File: src/rtl/rmon_ctr_pkg.sv
// -----------------------------------------------------------------------------
// rmon_ctr_pkg
// Shared definitions for the RMON statistics counter store: controller state
// encoding and default geometry used as parameter defaults by the RTL.
// -----------------------------------------------------------------------------
package rmon_ctr_pkg;

    // Default counter geometry
    localparam int unsigned DEF_DW = 32;  // counter width
    localparam int unsigned DEF_AW = 6;   // address width, DEPTH = 2**AW
    localparam int unsigned DEF_IW = 16;  // increment width

    // Controller state: zero sweep after reset, then normal operation
    typedef enum logic [0:0] {
        ST_INIT = 1'b0,
        ST_RUN  = 1'b1
    } state_t;

endpackage : rmon_ctr_pkg

File: src/rtl/rmon_ctr_sdpram.sv
// -----------------------------------------------------------------------------
// rmon_ctr_sdpram
// Simple dual-port RAM, one write port and one synchronous read port,
// DW x 2**AW, no reset. A read and a write to the same address on the same
// edge return the old contents.
// Ports:
//   clk      in   clock
//   i_we     in   write enable
//   i_waddr  in   write address (AW)
//   i_wdata  in   write data (DW)
//   i_raddr  in   read address (AW), sampled every rising edge
//   o_rdata  out  read data (DW), valid the cycle after the address edge
// -----------------------------------------------------------------------------
module rmon_ctr_sdpram #(
    parameter int unsigned DW = 32,
    parameter int unsigned AW = 6
) (
    input  logic          clk,
    input  logic          i_we,
    input  logic [AW-1:0] i_waddr,
    input  logic [DW-1:0] i_wdata,
    input  logic [AW-1:0] i_raddr,
    output logic [DW-1:0] o_rdata
);

    localparam int unsigned DEPTH = 2 ** AW;

    logic [DW-1:0] r_mem [DEPTH];
    logic [DW-1:0] r_rdata;

    // Storage array; non-blocking read gives read-old on collision
    always_ff @(posedge clk) begin
        if (i_we) begin
            r_mem[i_waddr] <= i_wdata;
        end
        r_rdata <= r_mem[i_raddr];
    end

    assign o_rdata = r_rdata;

endmodule : rmon_ctr_sdpram

File: src/rtl/rmon_ctr_ram.sv
// -----------------------------------------------------------------------------
// rmon_ctr_ram
// RMON statistics counter store. The RMON side posts increment ops
// (address + delta) which are applied by an internal read-modify-write pipe,
// optionally saturating. The CPU side reads counters with optional
// clear-on-read. All entries are swept to zero after reset.
// Ports:
//   clk            in   clock
//   rst_n          in   asynchronous active-low reset
//   i_inc_valid    in   increment request
//   i_inc_addr     in   counter index (AW)
//   i_inc_value    in   delta (IW), zero-extended to DW
//   o_inc_ready    out  increment accepted when valid & ready at a rising edge
//   i_cpu_rd_req   in   level request, held until o_cpu_rd_ack
//   i_cpu_rd_addr  in   counter index (AW), stable while req is high
//   i_cpu_rd_clr   in   write 0 after reading
//   o_cpu_rd_ack   out  one-cycle pulse, read data valid
//   o_cpu_rd_data  out  counter value (DW), held until the next ack
//   o_init_done    out  post-reset zero sweep complete
// -----------------------------------------------------------------------------
module rmon_ctr_ram
    import rmon_ctr_pkg::*;
#(
    parameter int unsigned DW       = DEF_DW,
    parameter int unsigned AW       = DEF_AW,
    parameter int unsigned IW       = DEF_IW,
    parameter int unsigned SATURATE = 0
) (
    input  logic          clk,
    input  logic          rst_n,
    input  logic          i_inc_valid,
    input  logic [AW-1:0] i_inc_addr,
    input  logic [IW-1:0] i_inc_value,
    output logic          o_inc_ready,
    input  logic          i_cpu_rd_req,
    input  logic [AW-1:0] i_cpu_rd_addr,
    input  logic          i_cpu_rd_clr,
    output logic          o_cpu_rd_ack,
    output logic [DW-1:0] o_cpu_rd_data,
    output logic          o_init_done
);

    localparam int unsigned DEPTH = 2 ** AW;

    // Controller
    state_t        r_state;
    state_t        w_state_nxt;
    logic          w_sweep_we;
    logic          w_run;
    logic [AW-1:0] r_sweep_addr;
    logic          w_sweep_last;
    logic          r_init_done;

    // Arbitration
    logic          r_cpu_busy;
    logic          w_cpu_acc;
    logic          w_inc_ready;
    logic          w_inc_acc;
    logic [AW-1:0] w_rd_addr;

    // Stage 1 op registers
    logic          r_s1_valid;
    logic          r_s1_cpu;
    logic          r_s1_clr;
    logic [AW-1:0] r_s1_addr;
    logic [IW-1:0] r_s1_delta;

    // Datapath
    logic [DW-1:0] w_ram_rdata;
    logic [DW-1:0] w_cur;
    logic [DW:0]   w_sum;
    logic [DW-1:0] w_inc_new;
    logic [DW-1:0] w_op_new;
    logic          w_op_we;

    // RAM write port and last-write register
    logic          w_we;
    logic [AW-1:0] w_waddr;
    logic [DW-1:0] w_wdata;
    logic          r_lw_valid;
    logic [AW-1:0] r_lw_addr;
    logic [DW-1:0] r_lw_data;

    // CPU response
    logic          r_cpu_rd_ack;
    logic [DW-1:0] r_cpu_rd_data;

    assign w_sweep_last = (r_sweep_addr == AW'(DEPTH - 1));

    // FSM state register
    always_ff @(posedge clk or negedge rst_n) begin
        if (!rst_n) begin
            r_state <= ST_INIT;
        end else begin
            r_state <= w_state_nxt;
        end
    end

    // FSM next state: leave INIT once the last entry has been zeroed
    always_comb begin
        w_state_nxt = r_state;
        case (r_state)
            ST_INIT: if (w_sweep_last) w_state_nxt = ST_RUN;
            ST_RUN:  w_state_nxt = ST_RUN;
            default: w_state_nxt = ST_INIT;
        endcase
    end

    // FSM outputs
    always_comb begin
        w_sweep_we = 1'b0;
        w_run      = 1'b0;
        case (r_state)
            ST_INIT: w_sweep_we = 1'b1;
            ST_RUN:  w_run      = 1'b1;
            default: w_sweep_we = 1'b0;
        endcase
    end

    // Zero sweep address and completion flag
    always_ff @(posedge clk or negedge rst_n) begin
        if (!rst_n) begin
            r_sweep_addr <= '0;
            r_init_done  <= 1'b0;
        end else if (w_sweep_we) begin
            r_sweep_addr <= r_sweep_addr + AW'(1);
            if (w_sweep_last) begin
                r_init_done <= 1'b1;
            end
        end
    end

    // CPU has priority; a pending CPU request blocks increments for one cycle
    assign w_cpu_acc   = w_run & i_cpu_rd_req & ~r_cpu_busy;
    assign w_inc_ready = w_run & ~(i_cpu_rd_req & ~r_cpu_busy);
    assign w_inc_acc   = i_inc_valid & w_inc_ready;
    assign w_rd_addr   = w_cpu_acc ? i_cpu_rd_addr : i_inc_addr;

    // Busy spans the ack cycle so a still-high request is not re-accepted
    always_ff @(posedge clk or negedge rst_n) begin
        if (!rst_n) begin
            r_cpu_busy <= 1'b0;
        end else if (w_cpu_acc) begin
            r_cpu_busy <= 1'b1;
        end else if (r_cpu_rd_ack) begin
            r_cpu_busy <= 1'b0;
        end
    end

    // Stage 1 op capture
    always_ff @(posedge clk or negedge rst_n) begin
        if (!rst_n) begin
            r_s1_valid <= 1'b0;
            r_s1_cpu   <= 1'b0;
            r_s1_clr   <= 1'b0;
            r_s1_addr  <= '0;
            r_s1_delta <= '0;
        end else begin
            r_s1_valid <= w_cpu_acc | w_inc_acc;
            r_s1_cpu   <= w_cpu_acc;
            r_s1_clr   <= i_cpu_rd_clr;
            r_s1_addr  <= w_rd_addr;
            r_s1_delta <= i_inc_value;
        end
    end

    rmon_ctr_sdpram #(
        .DW (DW),
        .AW (AW)
    ) u_ram (
        .clk     (clk),
        .i_we    (w_we),
        .i_waddr (w_waddr),
        .i_wdata (w_wdata),
        .i_raddr (w_rd_addr),
        .o_rdata (w_ram_rdata)
    );

    // The RAM read coincided with the previous write edge, so take that
    // write's data when it hit the same entry
    assign w_cur = (r_lw_valid && (r_lw_addr == r_s1_addr)) ? r_lw_data : w_ram_rdata;

    // Add in DW+1 bits; carry-out either clamps or is dropped
    assign w_sum     = {1'b0, w_cur} + (DW + 1)'(r_s1_delta);
    assign w_inc_new = (w_sum[DW] && (SATURATE != 0)) ? {DW{1'b1}} : w_sum[DW-1:0];
    assign w_op_new  = r_s1_cpu ? '0 : w_inc_new;
    assign w_op_we   = r_s1_valid & (~r_s1_cpu | r_s1_clr);

    // Sweep and pipe writes never overlap: no ops are accepted during INIT
    assign w_we    = w_sweep_we | w_op_we;
    assign w_waddr = w_sweep_we ? r_sweep_addr : r_s1_addr;
    assign w_wdata = w_sweep_we ? '0 : w_op_new;

    // Last-write register for forwarding
    always_ff @(posedge clk or negedge rst_n) begin
        if (!rst_n) begin
            r_lw_valid <= 1'b0;
            r_lw_addr  <= '0;
            r_lw_data  <= '0;
        end else begin
            r_lw_valid <= w_we;
            r_lw_addr  <= w_waddr;
            r_lw_data  <= w_wdata;
        end
    end

    // CPU response
    always_ff @(posedge clk or negedge rst_n) begin
        if (!rst_n) begin
            r_cpu_rd_ack  <= 1'b0;
            r_cpu_rd_data <= '0;
        end else begin
            r_cpu_rd_ack <= r_s1_valid & r_s1_cpu;
            if (r_s1_valid && r_s1_cpu) begin
                r_cpu_rd_data <= w_cur;
            end
        end
    end

    assign o_inc_ready   = w_inc_ready;
    assign o_cpu_rd_ack  = r_cpu_rd_ack;
    assign o_cpu_rd_data = r_cpu_rd_data;
    assign o_init_done   = r_init_done;

endmodule : rmon_ctr_ram

File: config.mk
export PLATFORM = sky130hd
export DESIGN_NAME = rmon_ctr_ram
export DESIGN_NICKNAME = d
export VERILOG_FILES = /design/src/rtl/rmon_ctr_pkg.sv /design/src/rtl/rmon_ctr_sdpram.sv /design/src/rtl/rmon_ctr_ram.sv
export SDC_FILE = /design/constraint.sdc
export NUM_CORES = 2
export LEC_CHECK = 0
export ABC_AREA = 0
export CAP_MARGIN = 30
export CORE_AREA = 2 2 379 381
export CTS_CLUSTER_SIZE = 8
export DETAILED_ROUTE_END_ITERATION = 12
export DIE_AREA = 0 0 381 383
export GPL_ROUTABILITY_DRIVEN = 1
export PLACE_DENSITY = 0.76
export SYNTH_ARGS = -nofsm -noshare
export SYNTH_HDL_FRONTEND = slang
export SYNTH_SLANG_ARGS = --single-unit
File: constraint.sdc
create_clock -name clk -period 14.91 [get_ports clk]
set_input_delay 4.473 -clock clk [delete_from_list [all_inputs] [get_ports clk]]
set_output_delay 4.473 -clock clk [all_outputs]
set_load 0.02 [all_outputs]
==> impl_metrics.py <==
metrics = {
    "status": {
        "status": "finished, final reports clean",
    },
    "synth": {
        "syn_nets": 5472,
        "yosysMostFrequentCell": "edfxtp_1",
        "yosysTopAreaCell": "edfxtp_1",
        "synthTopCellsByCount": "2048 x edfxtp_1, 957 x nand2_1, 602 x mux2i_1",
        "synthTopCellsByArea": "edfxtp_1 73%, mux2i_1 7.1%, nand2_1 4.2%",
        "netlist_area_sq_mm": 0.0848,
        "synth_top_family_by_area": "simple AND/OR/NAND/NOR gates",
        "synthMuxAreaShare_pct": 7.66,
        "yosys_warnings": 0,
        "synth_cells": 5417,
        "ys.flop_type": "edfxtp_1",
        "synth-xor-area-share_pct": 0.299,
        "synth_simple_gate_area_share_pct": 7.70,
        "async_reset_ff_share_pct": 4.85,
        "yosysSeqAreaShare_pct": 76.4,
        "yosys.cell_types.count": 70,
        "yosys.area.top_type_share_pct": 72.5,
        "synth-compound-area-share_pct": 5.86,
        "syn_avg_cell_area_sq_um": 15.7,
        "synth_edf_count": 2048,
        "synth_fa_ha_area_share_pct": 0.333,
        "ys_seq_elements": 2186,
    },
    "cts": {
        "path_clk_slew_ns": 0.05,
        "cts_root_buf": "clkbuf_16",
        "clkLatencyLatePin_ns": 0.91,
        "clock_path_buffers": 4,
        "post_cts_buffers": 0,
        "cts_sinks": 2186,
        "cts_max_level": 5,
        "cts-resized-gates": 0,
        "cts_hold_buf": 0,
        "cts_buffers": 323,
        "cts_tree": "yes",
    },
    "worst_setup_path": {
        "cp_top_family": "buffers and inverters",
        "regToRegSetupSlack_ns": 8.78,
        "startpoint_type": "primary input",
        "cp.buffers_inverters": 2,
        "cp_data_required_time_ns": 10.44,
        "path_max_fanout": 3,
        "endpoint_kind": "output port",
        "crit_chain": "clkdlybuf4s50_1 -> nor2b_1 -> nor2b_1 -> clkdlybuf4s50_1",
        "r2r_cells": 13,
        "worst-path-stages": 4,
        "crit_path_top_delay_cell": "clkdlybuf4s50_1",
        "crit_type": "in2out",
        "max_stage_delay_ns": 0.60,
        "arrival_ns": 5.77,
    },
    "layout": {
        "fillers": 8831,
        "fin_cells": 7664,
        "final_area_sq_mm": 0.0974,
        "layout-drive-gt1-share_pct": 11.4,
        "synthToLayoutAreaGrowth_pct": 14.8,
        "final_nets": 5685,
    },
    "power_and_ir_drop": {
        "power_density_mw_per_mm2": 140,
        "peakVddDrop_mv": 0.120,
        "power_leakage_nw": 31.0,
    },
    "detailed_routing": {
        "drc": 0,
        "drt_iter0_drc": 7882,
        "drt_first_pass_iters": 8,
        "drt-total-wl_um": 230000,
        "viasPerCell": 6.69,
        "ant_nets": 0,
        "num_vias": 51300,
        "wl_per_cell_um": 30.1,
    },
    "sta": {
        "worst_slew_pin_slew_ns": 1.11,
        "slew_viol_final": 0,
        "slew_headroom_pct": 25.7,
        "fin_setup_tns_ns": 0,
        "period_share_pct": 68.7,
        "grt_setup_unrepaired": "false",
        "hold_violations": 0,
        "fin_ws_ns": 4.67,
        "min_period_ns": 10.24,
        "setup_viol": 0,
        "fin_hold_ws_ns": 0.461,
        "fin_skew_ns": 0.0467,
        "fmax_ghz": 0.0976,
    },
    "global_route": {
        "grt_max_degree": 133,
        "antenna_found_initial": 10,
        "grt_pass1_vias": 50000,
        "grt_use_total_pct": 31.1,
        "grt_pass1_wl_um": 329000,
        "overflow": 0,
    },
    "hold_path": {
        "hold_path_depth": 1,
        "hp-class": "reg2reg",
    },
    "die": {
        "fp.dieW_um": 381,
        "initial_core_util_pct": 59.6,
        "core_sq_mm": 0.142,
        "die_y_um": 383,
        "dieArea_sq_mm": 0.146,
        "rows": 139,
        "ios": 68,
    },
    "placement": {
        "port_buffers": 67,
        "dpl.cell_count": 7200,
        "dp_slack_ns": 4.66,
        "place_area_sq_mm": 0.0885,
        "post-dp-hpwl_um": 114000,
        "gp_congestion": 0.853,
    },
    "job": {
        "max_cap_viol_count": 0,
    },
}
cells by family after synthesis:
| family | Yosys count |
|---|---|
| buffers and inverters | 346 |
| muxes | 643 |
| and+or+nand+nor | 1532 |
| AOI/OAI and AO/OA | 659 |
| DFF | 2186 |
| xor gates and xnor gates | 29 |
| adders and majority gates | 22 |
state kept, by name (all words and copies together), names as in the netlist, 6 cells and up:
register       count
u_ram.r_mem     2048
o_cpu_rd_data     32
r_lw_data         32
u_ram.o_rdata     32
r_s1_delta        16
r_lw_addr          6
r_s1_addr          6
r_sweep_addr       6
layer usage:
metal  GRT usage, %  vias up  share of wire [%]
met3           7.65      545                 13
met4           14.1        6                4.4
li1               -    21400                  -
met2           48.4     3890                 46
met1           42.0    25400                 36
met5              0        -              0.018
stage by stage:
| stage | total power, W | utilization, % |
|---|---|---|
| after floorplan | 0.00711 | - |
| final | 0.0136 | 68.5 |
| after global routing | 0.0140 | 68.5 |
| after CTS | 0.0137 | 68.4 |
| after global placement | 0.00730 | 62.2 |
| after detailed placement | 0.00731 | 62.2 |
layout by cell type, fill, tap and decap left out, types with 8 or more instances in the layout:
cell type and count:
a211oi_1 67, a21oi_1 35, a221o_1 32, a222oi_1 64, a31oi_1 198, buf_12 10, buf_4 135, clkbuf_1 115
clkbuf_16 333, clkdlybuf4s50_1 66, dfrtp_1 106, dfxtp_1 32, edfxtp_1 2048, ha_1 21, inv_1 11, mux2_2 38
mux2i_1 597, nand2_1 949, nand2_4 8, nand2b_1 9, nand3_1 336, nand4_1 69, nor2_1 29, nor2_4 82
nor3_2 8, o21a_1 8, o221ai_1 128, o22ai_1 64, o31ai_1 32, xnor2_1 18, xor2_1 11
layout make-up:
type                    count  area [sq um]  area share, %
repair buffers            219          1960           2.01
multi-input cells        2885         19400           19.9
flip-flops and latches   2186         64800           66.5
inverters                  15          72.6         0.0745
diodes                      3          7.51        0.00771
clock inverters             5          75.1         0.0771
clock buffers             448          8760           9.00
well taps                1903          2380           2.44
power by group:
group / total [W] / switching [W] / internal [W]
registers: 0.00666 / 0.0000195 / 0.00664
logic: 0.000571 / 0.000393 / 0.000177
clock network: 0.00641 / 0.00240 / 0.00402
worst paths after layout:
check,startpoint,to
hold reg to reg,o_cpu_rd_ack,r_cpu_busy
hold / removal,o_cpu_rd_ack,r_cpu_busy
setup reg to reg,r_s1_addr[1],u_ram.r_mem[52][26]
max in group asynchronous,rst_n,r_lw_data[18]
min in group asynchronous,rst_n,r_lw_data[4]
setup / recovery,i_cpu_rd_req,o_inc_ready
Power figures use the tool's default switching activity.
